--- src/rtl/ft_recovery.sv ---
// Rollback sequencer for a dual-core lockstep pair: on a mismatch it halts fetch, copies the
// golden register file back into both cores and restores the saved PC.
module ft_recovery #(
    parameter int ADDR_WIDTH = 5,
    parameter int DATA_WIDTH = 2**ADDR_WIDTH,
    parameter int DRAIN_CYC  = 3,
    parameter bit SKIP_R0    = 1'b1
) (
    input  logic                  clk_i,
    input  logic                  rst_i,
    input  logic                  error_i,
    input  logic [DATA_WIDTH-1:0] spc_i,
    output logic [ADDR_WIDTH-1:0] rf_raddr_o,
    output logic                  rf_re_o,
    input  logic [DATA_WIDTH-1:0] rf_rdata_i,
    output logic                  we_o,
    output logic [ADDR_WIDTH-1:0] waddr_o,
    output logic [DATA_WIDTH-1:0] wdata_o,
    output logic                  fetch_block_o,
    output logic [DATA_WIDTH-1:0] pc_o,
    output logic                  pc_valid_o,
    input  logic                  pc_ack_i,
    output logic                  busy_o,
    output logic [7:0]            rec_count_o
);

    typedef enum logic [2:0] {
        S_IDLE, S_HALT, S_COPY, S_FLUSH, S_PC, S_RESUME
    } state_t;

    localparam int CNT_W = (DRAIN_CYC > 1) ? $clog2(DRAIN_CYC) : 1;
    localparam logic [CNT_W-1:0]      CNT_LAST  = CNT_W'(DRAIN_CYC - 1);
    localparam logic [ADDR_WIDTH-1:0] PTR_FIRST = ADDR_WIDTH'(SKIP_R0);
    localparam logic [ADDR_WIDTH-1:0] PTR_LAST  = '1;

    state_t                  state, state_nxt;
    logic [CNT_W-1:0]        drain_cnt;
    logic [ADDR_WIDTH-1:0]   ptr;
    logic                    rd_pending;
    logic [ADDR_WIDTH-1:0]   waddr_q;
    logic [DATA_WIDTH-1:0]   wdata_q;
    logic [DATA_WIDTH-1:0]   pc_q;
    logic [7:0]              rec_count;

    // NOTE: state is updated with non-blocking assignments and reset asynchronously, so an
    // abort takes effect without waiting for a clock edge.
    always_ff @(posedge clk_i or posedge rst_i) begin
        if (rst_i) state <= S_IDLE;
        else       state <= state_nxt;
    end

    // NOTE: every output of this block gets a default first, so no path leaves a latch behind.
    always_comb begin
        state_nxt     = state;
        rf_re_o       = 1'b0;
        fetch_block_o = 1'b0;
        pc_valid_o    = 1'b0;
        busy_o        = 1'b1;
        case (state)
            S_IDLE: begin
                busy_o = 1'b0;
                if (error_i) state_nxt = S_HALT;
            end
            S_HALT: begin
                fetch_block_o = 1'b1;
                if (drain_cnt == CNT_LAST) state_nxt = S_COPY;
            end
            S_COPY: begin
                fetch_block_o = 1'b1;
                rf_re_o       = 1'b1;
                if (ptr == PTR_LAST) state_nxt = S_FLUSH;
            end
            S_FLUSH: begin
                fetch_block_o = 1'b1;
                state_nxt     = S_PC;
            end
            S_PC: begin
                fetch_block_o = 1'b1;
                pc_valid_o    = 1'b1;
                if (pc_ack_i) state_nxt = S_RESUME;
            end
            S_RESUME: state_nxt = S_IDLE;
            default:  state_nxt = S_IDLE;
        endcase
    end

    // Write-back trails the read by one cycle: the golden RF returns data the cycle after rf_re_o.
    always_ff @(posedge clk_i or posedge rst_i) begin
        if (rst_i) begin
            drain_cnt  <= '0;
            ptr        <= '0;
            rd_pending <= 1'b0;
            waddr_q    <= '0;
            wdata_q    <= '0;
            pc_q       <= '0;
            rec_count  <= '0;
        end else begin
            rd_pending <= (state == S_COPY);
            if (rd_pending) wdata_q <= rf_rdata_i;
            case (state)
                S_IDLE: begin
                    if (error_i) begin
                        pc_q      <= spc_i;
                        drain_cnt <= '0;
                        ptr       <= PTR_FIRST;
                    end
                end
                S_HALT: drain_cnt <= drain_cnt + CNT_W'(1);
                S_COPY: begin
                    waddr_q <= ptr;
                    // Pointer parks on the last address instead of wrapping to 0.
                    if (ptr != PTR_LAST) ptr <= ptr + ADDR_WIDTH'(1);
                end
                S_PC: begin
                    if (pc_ack_i && rec_count != 8'hFF) rec_count <= rec_count + 8'd1;
                end
                default: ;
            endcase
        end
    end

    assign rf_raddr_o  = ptr;
    assign we_o        = rd_pending;
    assign waddr_o     = waddr_q;
    assign wdata_o     = rd_pending ? rf_rdata_i : wdata_q;
    assign pc_o        = pc_q;
    assign rec_count_o = rec_count;

endmodule

--- config.mk ---
export PLATFORM = sky130hd
export DESIGN_NAME = ft_recovery
export DESIGN_NICKNAME = d
export VERILOG_FILES = /design/src/rtl/ft_recovery.sv
export SDC_FILE = /design/constraint.sdc
export NUM_CORES = 1
export LEC_CHECK = 0
export ABC_AREA = 1
export CAP_MARGIN = 20
export CORE_MARGIN = 2
export CORE_UTILIZATION = 43
export CTS_CLUSTER_SIZE = 28
export DETAILED_ROUTE_END_ITERATION = 10
export PLACE_DENSITY = 0.88
export SETUP_SLACK_MARGIN = 0.02
export SYNTH_ARGS = -nofsm -noshare
export SYNTH_HDL_FRONTEND = slang
export SYNTH_SLANG_ARGS = --single-unit
--- constraint.sdc ---
create_clock -name clk_i -period 3.4 [get_ports clk_i]
set_clock_uncertainty 0.2 [all_clocks]
set_input_delay 0.34 -clock clk_i [delete_from_list [all_inputs] [get_ports clk_i]]
set_output_delay 0.34 -clock clk_i [all_outputs]
set_load 0.005 [all_outputs]
==> impl_metrics.py, run 1 <==
metrics = {
    "layout": {
        "layout.nets": 591,
        "final_cell_area_sq_um": 5620,
        "layoutNonFillerInstCount": 632,
        "drive_above_1_share_pct": 13.9,
        "final_util_pct": 65.4,
        "area_delta_synth_final_pct": 49.2,
        "antennaDiodeCount": 0,
        "layout.filler_cells": 678,
    },
    "floorplan": {
        "ioPinCount": 155,
        "chipHeight_um": 97.6,
        "rows": 34,
        "placeableCoreArea_sq_um": 8590,
        "chipWidth_um": 97.6,
        "initial_core_util_pct": 43.9,
        "die_area_sq_um": 9530,
    },
    "synthesis": {
        "post-synth-top-count-cell": "sky130_fd_sc_hd__nand2_1",
        "synth_nets": 435,
        "synth_top_flop_cell": "sky130_fd_sc_hd__dfrtp_1",
        "synth.ff_latch_count": 88,
        "synth_area_leader_cell": "sky130_fd_sc_hd__dfrtp_1",
        "synth_edf_count": 0,
        "netlist_top_cells_count": "93 x sky130_fd_sc_hd__nand2_1, 88 x sky130_fd_sc_hd__dfrtp_1, 51 x sky130_fd_sc_hd__inv_1",
        "synth_async_sr_flop_share_pct": 100,
        "synthesis.yosys.warnings": 0,
        "post_synth_instance_area_sq_um": 3770,
        "synth.distinct_cells": 26,
        "synthesis.area_per_instance_sq_um": 10.4,
        "gate_count_post_synth": 363,
        "post-synth-top-area-fraction_pct": 58.4,
        "synth_sequential_area_ratio_pct": 58.4,
        "synth_top_cells_by_area": "sky130_fd_sc_hd__dfrtp_1 58%, sky130_fd_sc_hd__nand2_1 9.3%, sky130_fd_sc_hd__mux2_2 9.0%, sky130_fd_sc_hd__inv_1 5.1%, sky130_fd_sc_hd__o21ai_2 3.5%",
    },
    "cts": {
        "numCtsBuffers": 9,
        "clkTransAtPathRegs_ps": 90,
        "clkSinkCount": 88,
        "clock_tree.root_cell": "sky130_fd_sc_hd__clkbuf_8",
        "tritoncts": "done",
        "post_cts_resize_count": 0,
        "postCtsSetupBuffers": 0,
        "cts.path.max_buffers": 2,
        "cts_hold_buf": 0,
        "clk-insertion-delay-late_ps": 340,
        "cts-htree-levels": 3,
    },
    "flow_run": {
        "cap_violations": 0,
    },
    "setup_path": {
        "cp-start-kind": "flop",
        "criticalPathCategory": "reg -> out",
        "cp_common_cell": "sky130_fd_sc_hd__inv_1",
        "worst-endpoint-arrival_ps": 2040,
        "crit_path_top_delay_cell": "sky130_fd_sc_hd__clkdlybuf4s50_1",
        "family_with_the_most_delay_on_the_worst_path": "buffers and inverters",
        "cp-end-kind": "output port",
        "cp_data_required_time_ps": 2860,
        "slowest_delay_ps": 540,
        "critPathBufInv": 3,
        "path_cells": "inv_1, nor2_4, nand2_1, inv_1, clkdlybuf4s50_1",
        "crit_fanout": 13,
    },
    "hold_path": {
        "hold_path.class": "in -> async",
    },
    "sta": {
        "post-route-worst-setup-slack_ps": 821,
        "period_needed_ps": 2580,
        "grt_setup_unrepaired": "no",
        "maximum_achievable_frequency_mhz": 388,
        "whs_ps": 175,
        "finalCritPeriodShare_pct": 75.9,
        "timing_worst_slew_pin_value_ps": 665,
        "setup-violations-final": 0,
        "maxSlewViolCount": 0,
        "max_slew_margin_pct": 55.6,
        "hold_viol": 0,
        "setup-tns-final_ps": 0,
    },
    "placement": {
        "global_placer_s_final_weighted_congestion": 0.800,
        "portBuffers": 154,
        "placement.cell_area_sq_um": 5390,
        "placed_cells_incl_taps": 616,
        "place_ws_ps": 1210,
        "post-dp-hpwl_um": 6460,
    },
    "power_and_ir_drop": {
        "report.power.total_mw": 4.78,
        "power.density_nw_per_um2": 851,
        "ir_drop_v": 0.000479,
        "static_leak_nw": 2.61,
    },
    "route": {
        "routedWlPerCell_um": 13.5,
        "vias": 3012,
        "drt_wl_total_um": 8520,
        "drt_first_iter_violations": 88,
        "viasPerCell": 4.77,
        "detail_route.drc_violations": 0,
        "route.antenna.remaining_nets": 0,
        "detailedRoute.firstPassIterationCount": 4,
    },
    "grt": {
        "vias_in_the_first_global_route": 2932,
        "grt_start_max_net_pins": 61,
        "first_pass_grt_wire_length_um": 14100,
        "globalRouteOverflowTotal": 0,
        "initial_antenna_violation_count": 0,
        "track_usage_pct": 18.2,
    },
    "outcome": {
        "outcome": "completed",
    },
}
-- path summary, 6_finish.rpt --
| kind | start | endpoint | slack (ps) | cells after the start |
|---|---|---|---|---|
| setup / recovery | state[1]$_DFFE_PP0P_ | rf_re_o | 820 | 5 |
| min in group clk_i | pc_o[8]$_DFFE_PP0P_ | pc_o[8]$_DFFE_PP0P_ | 290 | 2 |
| hold reg to reg | pc_o[8]$_DFFE_PP0P_ | pc_o[8]$_DFFE_PP0P_ | 290 | 2 |
| setup reg to reg | rf_raddr_o[0]$_DFFE_PP0P_ | rf_raddr_o[3]$_DFFE_PP0P_ | 1550 | 10 |
| hold / removal | rst_i | rec_count_o[2]$_DFFE_PP0P_ | 180 | 2 |
| max in group asynchronous | rst_i | wdata_q[27]$_DFF_PP0_ | 2130 | 3 |
-- power breakdown --
part	internal (mW)	switching, mW	leakage [nW]	total (mW)
combinational	1.33	0.897	1.40	2.23
clock	0.461	0.369	0.121	0.830
sequential	1.50	0.229	1.09	1.73
total	3.29	1.49	2.61	4.78
-- cell families after synthesis --
| kind of cell | count (synthesis) | share of synthesized area, % |
|---|---|---|
| XOR/XNOR | 4 | 0.929 |
| multiplexers | 32 | 9.56 |
| adder cells (fa/ha/maj) | 4 | 1.33 |
| AO/OA/AOI/OAI | 45 | 7.47 |
| flip-flops | 88 | 58.4 |
| AND/OR/NAND/NOR | 124 | 14.2 |
| buffers and inverters | 66 | 8.10 |
-- state kept, by name, indices dropped and copies added, names as in the netlist --
signal       flops
rf_raddr_o       5
rec_count_o      8
we_o             1
wdata_q         32
waddr_o          5
pc_o            32
state            3
drain_cnt        2
-- cell type report --
type / instances / area (sq um) / area share (%)
Multi-Input combinational cell: 209 / 1260 / 22.5
Sequential cell: 88 / 2200 / 39.2
Inverter: 54 / 209 / 3.72
Timing Repair Buffer: 157 / 1580 / 28.0
Clock inverter: 5 / 86.3 / 1.54
Clock buffer: 11 / 151 / 2.69
Tap cell: 108 / 135 / 2.40
-- cell usage in the layout, fill, tap and decap left out, types with 8 or more instances in the layout --
| cell | netlist | routed |
|---|---|---|
| sky130_fd_sc_hd__clkdlybuf4s50_1 | 0 | 154 |
| sky130_fd_sc_hd__nand2_1 | 93 | 93 |
| sky130_fd_sc_hd__dfrtp_1 | 88 | 88 |
| sky130_fd_sc_hd__inv_1 | 51 | 50 |
| sky130_fd_sc_hd__mux2_2 | 30 | 30 |
| sky130_fd_sc_hd__o21ai_0 | 15 | 15 |
| sky130_fd_sc_hd__o21ai_2 | 15 | 15 |
| sky130_fd_sc_hd__o21ai_1 | 13 | 13 |
| sky130_fd_sc_hd__nand3_1 | 12 | 12 |
| sky130_fd_sc_hd__clkbuf_8 | 0 | 11 |
| sky130_fd_sc_hd__nor2_1 | 8 | 8 |
-- routing by layer --
layer / routed length [um] / track usage, %
met1: 3650 / 23.1
met2: 4270 / 30.6
met3: 536 / 4.96
met4: 55 / 5.66
met5: 0 / 0
Power figures use the tool's default switching activity.
==> inputs of run 2 (changes only) <==
- clock period: 3.4 -> 2.7 ns (I/O delays scaled with it)
==> run 2 against run 1 <==
Power increased by 26%. Global-route usage up 0.69 points. Clock power increased by 20%. Hold slack better by 26 ps. Via count down 0.56%. Wire length rose by 3.2%. Design area about the same. Sequential share of layout area barely moved. Critical endpoint is now wdata_o[11].
==> impl_metrics.py, run 2 (synthesis results as in run 1) <==
metrics = {
    "outcome": {
        "outcome": "completed",
    },
    "cts": {
        "clock_tree.root_cell": "sky130_fd_sc_hd__clkbuf_8",
        "postCtsSetupBuffers": 0,
        "cts_hold_buf": 0,
        "tritoncts": "done",
        "clkSinkCount": 88,
        "cts-htree-levels": 3,
        "numCtsBuffers": 9,
        "post_cts_resize_count": 0,
        "cts.path.max_buffers": 2,
        "clk-insertion-delay-late_ps": 340,
        "clkTransAtPathRegs_ps": 90,
    },
    "setup_path": {
        "cp_data_required_time_ps": 2230,
        "cp-end-kind": "output port",
        "ff2ff_setup_slack_ps": 910,
        "crit_path_top_delay_cell": "sky130_fd_sc_hd__clkdlybuf4s50_1",
        "family_with_the_most_delay_on_the_worst_path": "buffers and inverters",
        "path_cells": "buf_4, mux2_2, clkdlybuf4s50_1",
        "slowest_delay_ps": 470,
        "criticalPathCategory": "reg -> out",
        "crit_fanout": 33,
        "worst-endpoint-arrival_ps": 1910,
        "cp-start-kind": "flop",
        "critPathBufInv": 2,
    },
    "layout": {
        "area_delta_synth_final_pct": 49.3,
        "layout.nets": 592,
        "layout_common_cells": "154 x sky130_fd_sc_hd__clkdlybuf4s50_1, 93 x sky130_fd_sc_hd__nand2_1, 88 x sky130_fd_sc_hd__dfrtp_1",
        "antennaDiodeCount": 0,
        "layout.filler_cells": 672,
        "ff_latch_area_sq_um": 2200,
        "final_cell_area_sq_um": 5630,
        "mostFrequentLayoutCell": "sky130_fd_sc_hd__clkdlybuf4s50_1",
        "layoutNonFillerInstCount": 633,
        "multi_input_comb_area_sq_um": 1260,
        "drive_above_1_share_pct": 13.9,
    },
    "power_and_ir_drop": {
        "power_report.internal_total_mw": 4.11,
        "power.net_switching_mw": 1.91,
        "clock_power_share_pct": 16.6,
        "static_leak_nw": 2.61,
        "share_seq_of_total_power_pct": 36.1,
        "comb_pwr_share_pct": 47.3,
        "power.density_nw_per_um2": 1070,
        "ir_drop_v": 0.000606,
        "sw_frac_of_total_pct": 31.8,
    },
    "flow_run": {
        "cap_violations": 0,
    },
    "sta": {
        "maxSlewViolCount": 0,
        "max_slew_margin_pct": 68.4,
        "setup-violations-final": 0,
        "hold_viol": 0,
        "timing_worst_slew_pin_value_ps": 474,
        "grt_setup_unrepaired": "no",
        "period_needed_ps": 2380,
        "setup-tns-final_ps": 0,
        "maximum_achievable_frequency_mhz": 421,
        "post-route-worst-setup-slack_ps": 325,
        "finalCritPeriodShare_pct": 88.0,
    },
    "hold_path": {
        "hold_path.class": "in -> async",
    },
    "floorplan": {
        "placeableCoreArea_sq_um": 8590,
        "rows": 34,
        "ioPinCount": 155,
        "initial_core_util_pct": 43.9,
        "chipHeight_um": 97.6,
        "chipWidth_um": 97.6,
        "die_area_sq_um": 9530,
    },
    "route": {
        "drt_wl_total_um": 8790,
        "routedWlPerCell_um": 13.9,
        "drt_first_iter_violations": 102,
        "detail_route.drc_violations": 0,
        "viasPerCell": 4.73,
        "detailedRoute.firstPassIterationCount": 4,
        "route.antenna.remaining_nets": 0,
        "vias": 2995,
    },
    "placement": {
        "placed_cells_incl_taps": 617,
        "global_placer_s_final_weighted_congestion": 0.780,
        "placement.cell_area_sq_um": 5410,
        "place_ws_ps": 670,
        "portBuffers": 154,
        "post-dp-hpwl_um": 6490,
    },
    "grt": {
        "globalRouteMet2Util_pct": 31.6,
        "grt_start_max_net_pins": 89,
        "track_usage_pct": 18.9,
        "globalRoute.busiestLayer": "met2",
        "met3_usage_pct": 5.18,
        "vias_in_the_first_global_route": 3022,
        "use_met1_pct": 24.1,
        "first_pass_grt_wire_length_um": 14700,
        "globalRouteOverflowTotal": 0,
        "initial_antenna_violation_count": 0,
    },
}
-- run 2: cell count changes in the layout (fill, tap and decap cells not counted) --
cell                         change
sky130_fd_sc_hd__clkbuf_1        +1
sky130_fd_sc_hd__buf_12          +1
sky130_fd_sc_hd__clkinvlp_4      +1
sky130_fd_sc_hd__clkbuf_8        -2
-- run 2: power groups by stage --
stage	clock network (mW)	registers (mW)	logic, mW
2_1_floorplan	0	2.17	1.30
5_1_grt	1.09	2.24	3.13
3_5_place_dp	0	2.21	2.88
3_3_place_gp	0	2.16	2.77
4_1_cts	1.03	2.18	2.89
6_report	1.00	2.18	2.85
-- run 2: metrics by stage --
stage | util [%] | hold WS [ps] | total power [mW]
3_5_place_dp | 62.9 | 267 | 5.08
6_report | 65.5 | 201 | 6.02
3_3_place_gp | 62.9 | 264 | 4.93
2_1_floorplan | - | 200 | 3.48
5_1_grt | 65.5 | 251 | 6.46
4_1_cts | 65.5 | 218 | 6.10
-- run 2: final cells by class --
type	count	share of cell area, %
sequential	88	39.1
timing repair buffer	158	28.4
multi-input combinational	209	22.4
inverter	54	3.76
tap	108	2.40
clock buffer	10	2.27
clock inverter	6	1.62
-- run 2: worst paths after layout --
check / from / endpoint / cells past startpoint
worst max-delay path: we_o$_DFF_PP0_ / wdata_o[11] / 3
worst min-delay path: rst_i / rec_count_o[6]$_DFFE_PP0P_ / 3
worst max register to register: rf_raddr_o[0]$_DFFE_PP0P_ / rf_raddr_o[0]$_DFFE_PP0P_ / 10
worst min register to register: pc_o[4]$_DFFE_PP0P_ / pc_o[4]$_DFFE_PP0P_ / 2
max in group asynchronous: rst_i / pc_o[21]$_DFFE_PP0P_ / 3
min in group clk_i: spc_i[15] / pc_o[15]$_DFFE_PP0P_ / 3
-- run 2: worst min-delay path, delay by kind of cell --
kind,cells,cell delay (ps)
buffers and inverters,3,920
-- run 2: metal layers --
layer	up-vias	wire length, um
met2	117	4300
met4	0	193
li1	1455	-
met5	-	0
met1	1406	3730
met3	17	568
